<file path="config.mk">
export PLATFORM = sky130hd
export DESIGN_NAME = reg_fifo
export DESIGN_NICKNAME = d
export VERILOG_FILES = /design/src/rtl/reg_fifo_pkg.sv /design/src/rtl/register.sv /design/src/rtl/reg_fifo.sv
export SDC_FILE = /design/constraint.sdc
export NUM_CORES = 1
export LEC_CHECK = 0
export CORE_AREA = 2 2 57 73
export CTS_CLUSTER_DIAMETER = 120
export DETAILED_ROUTE_END_ITERATION = 6
export DIE_AREA = 0 0 59 75
export PLACE_DENSITY = 0.72
export SYNTH_ARGS = -nofsm -noshare
export SYNTH_HDL_FRONTEND = slang
export SYNTH_HIERARCHICAL = 1
export SYNTH_SLANG_ARGS = --single-unit
</file>
<file path="constraint.sdc">
create_clock -name clk -period 2.1 [get_ports clk]
set_input_delay 0.525 -clock clk [delete_from_list [all_inputs] [get_ports clk]]
set_output_delay 0.525 -clock clk [all_outputs]
set_load 0.05 [all_outputs]
</file>
<file path="src/rtl/reg_fifo_pkg.sv">
// Shared defaults and width helpers for the register-based FWFT FIFO.
package reg_fifo_pkg;

  localparam int DEFAULT_WIDTH = 8;
  localparam int DEFAULT_DEPTH = 4;

  // Pointer width: DEPTH is a power of two, so pointers wrap on their own.
  function automatic int ptr_w(input int depth);
    return $clog2(depth);
  endfunction

  // Occupancy must also represent the full value DEPTH itself.
  function automatic int cnt_w(input int depth);
    return $clog2(depth + 1);
  endfunction

endpackage

</file>
<file path="src/rtl/register.sv">
// Common storage register: loads d_i when clk_en_i is high, no reset on the data path.
`ifndef REGISTER_SV
`define REGISTER_SV

module register #(
  parameter int WIDTH = 8
) (
  input  logic             clk_i,
  input  logic             clk_en_i,
  input  logic [WIDTH-1:0] d_i,
  output logic [WIDTH-1:0] q_o
);

  logic [WIDTH-1:0] data_q;

  always_ff @(posedge clk_i) begin
    if (clk_en_i) data_q <= d_i;
  end

  assign q_o = data_q;

endmodule

`endif

</file>
<file path="src/rtl/reg_fifo.sv">
// First-word-fall-through FIFO with valid/ready on both sides; storage is one
// `register` per entry, control (pointers, occupancy) is local and async-reset.
module reg_fifo
  import reg_fifo_pkg::*;
#(
  parameter int WIDTH = DEFAULT_WIDTH,
  parameter int DEPTH = DEFAULT_DEPTH,
  localparam int PTR_W = ptr_w(DEPTH),
  localparam int CNT_W = cnt_w(DEPTH)
) (
  input  logic             clk,
  input  logic             rst_n,
  input  logic             flush,
  input  logic [WIDTH-1:0] in_data,
  input  logic             in_valid,
  output logic             in_ready,
  output logic [WIDTH-1:0] out_data,
  output logic             out_valid,
  input  logic             out_ready,
  output logic [CNT_W-1:0] count
);

  // Handshake: a beat transfers on a side exactly when valid && ready at posedge clk.
  // in_ready is a function of count only, so a full FIFO refuses a push even while
  // it is popping; out_* are functions of registered state only.

  logic [PTR_W-1:0] wr_ptr_q, wr_ptr_d;
  logic [PTR_W-1:0] rd_ptr_q, rd_ptr_d;
  logic [CNT_W-1:0] count_q, count_d;
  logic [WIDTH-1:0] mem [DEPTH];
  logic             push, pop;

  assign in_ready  = (count_q != CNT_W'(DEPTH));
  assign out_valid = (count_q != '0);
  assign push      = in_valid && in_ready;
  assign pop       = out_valid && out_ready;
  assign out_data  = mem[rd_ptr_q];
  assign count     = count_q;

  for (genvar i = 0; i < DEPTH; i++) begin : g_entry
    register #(.WIDTH(WIDTH)) u_entry (
      .clk_i    (clk),
      .clk_en_i (push && (wr_ptr_q == PTR_W'(i))),
      .d_i      (in_data),
      .q_o      (mem[i])
    );
  end

  always_comb begin
    wr_ptr_d = wr_ptr_q;
    rd_ptr_d = rd_ptr_q;
    count_d  = count_q;
    if (flush) begin
      wr_ptr_d = '0;
      rd_ptr_d = '0;
      count_d  = '0;
    end else begin
      if (push) wr_ptr_d = wr_ptr_q + PTR_W'(1);
      if (pop)  rd_ptr_d = rd_ptr_q + PTR_W'(1);
      if (push && !pop)      count_d = count_q + CNT_W'(1);
      else if (pop && !push) count_d = count_q - CNT_W'(1);
    end
  end

  always_ff @(posedge clk or negedge rst_n) begin
    if (!rst_n) begin
      wr_ptr_q <= '0;
      rd_ptr_q <= '0;
      count_q  <= '0;
    end else begin
      wr_ptr_q <= wr_ptr_d;
      rd_ptr_q <= rd_ptr_d;
      count_q  <= count_d;
    end
  end

`ifndef SYNTHESIS
  a_count_bound : assert property (@(posedge clk) disable iff (!rst_n)
    count_q <= CNT_W'(DEPTH));
  a_no_pop_empty : assert property (@(posedge clk) disable iff (!rst_n)
    !(pop && (count_q == '0)));
`endif

endmodule

</file>
# --- After elaboration in Yosys (flattened, before gate mapping) ---
# Cells that the tools add are included.
word_totals:
  regBits: 39
  latchBits: 0
  ram_bits: 0
  romBits: 0
  out_inout_bits: 13
  elab_cells: 42
  memories: 0
classes:
  add_sub_neg: 4
  multipliers: 0
  div_mod_pow: 0
  magnitude_cmp: 1
  eq_ne: 4
  shift: 0
  n_mux: 10
  n_bitwise: 1
  reduce_logical: 15
op_table:
  columns: ["operator", "n"]
  rows:
  - ["$bmux W8 S2", 1]
  - ["$mux W8", 2]
  - ["$mux W3", 3]
  - ["$logic_and A1 B1 Y1", 8]
  - ["$mux W2", 4]
  - ["$reduce_bool A3 Y1", 2]
  - ["$add A2 B1 Y2 const B", 2]
  - ["$eq A2 B2 Y1 const B", 2]
  - ["$reduce_bool A2 Y1", 2]
  - ["$add A3 B1 Y3 const B", 1]
  - ["$ge A3 B3 Y1 const B", 1]
  - ["$ne A3 B3 Y1 const B", 1]
  - ["$not A2 Y3", 1]
  - ["$sub A3 B1 Y3 const B", 1]
  - ["$eq A2 B1 Y1 const B", 1]
  - ["$logic_not A1 Y1", 2]
  - ["$logic_not A2 Y1", 1]

# --- Longest topological paths before layout ---
depth:
  depth_word: 7
  ltp_mapped: 8
  ltp_nobuf: 7

# --- Modules after synthesis ---
# Netlist, hierarchy kept.
modules_own_cells:
  columns: ["mod", "instances", "cells_each", "area_each_um2", "seq_area_each_um2"]
  rows:
  - ["register", 4, 8, 240.2, 240.2]
  - ["reg_fifo", 1, 72, 744.5, 175.2]

# --- Least setup slack after synthesis ---
# Ideal clock, no wire load.
synth_path:
  kind: "reg-to-reg"
  start: "register count_q[0], in the netlist count[0]"
  end: "register count_q[2], in the netlist count[2]"
  arrival_ns: 2.518
  path_slack_ns: -0.576
  path_stages_with_launch: 9
  n_path_buf: 1
  synth_period_minus_slack_ns: 2.676
  cell_sequence: "dfrtp_1 -> buf_4 -> nor3b_1 -> inv_1 -> and3_1 -> fa_1 -> and3b_1 -> a311oi_1 -> a211oi_1"
synth_rtl:
  columns: ["item", "line", "rtl"]
  rows:
  - ["start: declaration", "reg_fifo.sv:29", "logic [CNT_W-1:0] count_q, count_d;"]
  - ["start signal: assignment", "reg_fifo.sv:73", "count_q <= count_d;"]
  - ["$ne A3 B3 Y1 *", "reg_fifo.sv:33", "assign in_ready = (count_q != CNT_W'(DEPTH));"]
  - ["net in_ready", "reg_fifo.sv:16", "output logic in_ready,"]
  - ["$logic_and A1 B1 Y1 *", "reg_fifo.sv:35", "assign push = in_valid && in_ready;"]
  - ["$logic_and A1 B1 Y1 / $logic_not A1 Y1 (equally long branches)", "reg_fifo.sv:60, reg_fifo.sv:61", null]
  - ["$mux W3 / $logic_and A1 B1 Y1 (equally long branches)", "reg_fifo.sv:60, reg_fifo.sv:61", null]
  - ["$mux W3 / $reduce_bool A3 Y1 (equally long branches)", null, null]
# Mark *: on every way through the listed nets, which the timed path passes. The rest lies on a longest branch. The select of a mux whose other input is x is not followed.
# A chain may end at the register's enable or synchronous reset.

# --- Final worst setup path ---
layout_path:
  start: "register count_q[1], in the netlist count[1]"
  end: "register count_q[2], in the netlist count[2]"
layout_between:
  elab_chain_len: 6
layout_lines:
  columns: ["item"]
  rows:
  - ["branches (longest 6 deep; another with $sub A3 B1 Y3)"]
# Several ways; the timed one is not identified. The select of a mux whose other input is x is not followed.

==> impl_metrics.json <==
{
  "syn_inst": 104,
  "critical_path.max_stage_delay_ns": 0.43,
  "critical_path_class": "reg -> reg",
  "cts.sinks": 39,
  "utilization": 0.605,
  "drt-total-wl_um": 3240,
  "avgSynthCellArea_um2": 16.4,
  "wl_per_cell_um": 17.6,
  "cp-end-kind": "flip-flop",
  "num_vias": 999,
  "cp.required_ns": 2.26,
  "layout_common_cells": "edfxtp_1 (32), buf_4 (24), clkdlybuf4s50_1 (11), mux4_2 (8)",
  "synth_fp_nets": 122,
  "min_path_type": "in -> async",
  "cts_max_level": 2,
  "ir_drop_uv": 887,
  "synth_area_mm2": 0.00171,
  "setup_viol": 1,
  "skew_ns": 0.00476,
  "crit_slowest_cell": "dfrtp_2",
  "multiInputGateArea_um2": 533,
  "clock_latency_ns": 0.29,
  "worst_pin_slew_ns": 0.438,
  "p_leak_nw": 0.878,
  "cp_max_fo": 8,
  "ys_warn_count": 6,
  "ant_nets": 0,
  "cts_root_buf": "clkbuf_8",
  "failed_checks": "negative setup slack",
  "clk_pin_slew_ns": 0.08,
  "die_x_um": 59,
  "slew_violations": 0,
  "vias_per_cell": 5.43,
  "wl_met2_um": 1800,
  "cts_tree": "yes",
  "drtIter0Drc": 29,
  "layout_min_cycle_time_ns": 2.10,
  "cap_violations": 0,
  "synth_seq_area_share": 0.666,
  "grt_max_degree": 14,
  "yosysUniqueCellTypes": 32,
  "layout_commonest_cell": "edfxtp_1",
  "post-route-period-util": 1.00,
  "clock_path_buffers": 2,
  "nets": 161,
  "core_mm2": 0.00369,
  "syn_to_final_growth_pct": 30.9,
  "slew_headroom": 0.708,
  "initial_core_util": 0.462,
  "diodes": 0,
  "outcome": "complete, but fails checks",
  "wl_met1_um": 1250,
  "seq_area_mm2": 0.00114,
  "synth_seq_cells": 39,
  "max_freq_ghz": 0.475,
  "fill_cells": 297,
  "async_flop_share": 0.179,
  "design_area_mm2": 0.00223,
  "place_congestion": 0.753,
  "synth_edf_count": 32,
  "die_area_mm2": 0.00443,
  "grt_use_total": 0.157,
  "path_cells": "nor3b_4, inv_4, and3_4, fa_2, and3b_1, a311oi_2, a211oi_2",
  "grt_pass1_wl_um": 5040,
  "dp_hpwl_um": 2170,
  "grt_overflow": 0,
  "port_buffers": 25,
  "synth_flop_cell": "edfxtp_1",
  "cp_data_arrival_time_ns": 2.27,
  "die_y_um": 75,
  "antenna_found_initial": 0,
  "hold_violations": 0,
  "startpoint_type": "flip-flop",
  "placed_area_mm2": 0.00206,
  "io_pins": 26,
  "drt-pass1-iter-count": 4,
  "top_layer": "met4",
  "drive_gt1_frac": 0.389,
  "drc_errors": 0,
  "fin_ws_ns": -0.00475,
  "fp-row-count": 25,
  "numCtsBuffers": 5,
  "cts_hold_buf": 0,
  "wl_met3_um": 141,
  "first_global_vias": 1067,
  "p_per_area_mw_per_mm2": 1370
}
## cell usage after synthesis, types with 2 or more instances
cell / n / area (um2)
nand3_1: 2 / 10.0
nor2_1: 7 / 26.3
buf_2: 2 / 10.0
edfxtp_1: 32 / 961
ha_1: 4 / 50.1
inv_1: 8 / 30.0
o31ai_1: 2 / 15.0
and3_1: 5 / 31.3
mux4_2: 8 / 180
dfrtp_1: 7 / 175
o21ai_0: 3 / 15.0
a21oi_1: 2 / 10.0
xor2_1: 2 / 17.5
clkbuf_1: 2 / 7.51
## metrics by stage
stage                     instances  power [mW]  setup TNS [ns]  hold slack, ns  setup WS (ns)
after floorplan                 104        1.90         -0.0985           0.229        -0.0985
after global placement          175        2.23          -0.154           0.574         -0.154
final                           184        3.05        -0.00475           0.490       -0.00475
after CTS                       183        3.01               0           0.498        0.00472
after detailed placement        175        2.26          -0.317           0.601         -0.301
after global routing            184        3.17         -0.0506           0.510        -0.0506
## registers in the layout, indices dropped and copies added (netlist names)
name                 count
g_entry.u_entry/q_o     32
count                    3
wr_ptr_q                 2
rd_ptr_q                 2
## final timing paths
kind / startpoint / to / slack, ns / cells after the start
min in group clk: wr_ptr_q[1] / wr_ptr_q[1] / 0.61 / 2
min reg2reg: wr_ptr_q[1] / wr_ptr_q[1] / 0.61 / 2
max in group asynchronous: rst_n / count[2] / 1.35 / 1
max: count[1] / count[2] / -0.005 / 7
min: rst_n / count[0] / 0.49 / 1
max reg2reg: count[1] / count[2] / -0.005 / 7
## kinds of logic (layout without fill, tap and decap cells)
family | count (synthesis) | count (layout) | share of synthesized area
and+or+nand+nor | 17 | 17 | 0.0536
AOI/OAI and AO/OA | 16 | 16 | 0.0675
muxes | 10 | 10 | 0.120
xor gates and xnor gates | 2 | 2 | 0.0103
buffers and inverters | 15 | 55 | 0.0411
adders and majority gates | 5 | 5 | 0.0411
DFF | 39 | 39 | 0.666
## timing repair
action,in CTS,in global routing
setup endpoints to repair,1,2
buffers inserted,0,1
gates resized for setup,1,8
pin swaps,0,2
## where the power goes
| group | total (mW) | internal, mW | switching, mW |
|---|---|---|---|
| Clock | 0.738 | 0.474 | 0.264 |
| Sequential | 0.995 | 0.940 | 0.0552 |
| Combinational | 1.32 | 0.536 | 0.785 |
## layout make-up
cell class,count,share of cell area
Clock inverter,3,0.0303
Timing Repair Buffer,39,0.152
Clock buffer,5,0.0308
Multi-Input combinational cell,50,0.239
Sequential cell,39,0.511
Tap cell,40,0.0224
Inverter,8,0.0146
## routing by layer
layer / GRT usage / up-vias
li1: - / 474
met1: 0.160 / 495
met2: 0.299 / 25
met3: 0.0447 / 5
met4: 0.0606 / 0
met5: 0 / -
## worst max-delay path: cells and delay by family, from the launching register on
| kind | cells | cell delay, ns |
|---|---|---|
| compound gates | 2 | 0.42 |
| fa+ha+maj | 1 | 0.38 |
| simple gates | 3 | 0.66 |
| buf+inv | 1 | 0.09 |
| flops | 1 | 0.43 |
(Power assumes the default switching activity.)
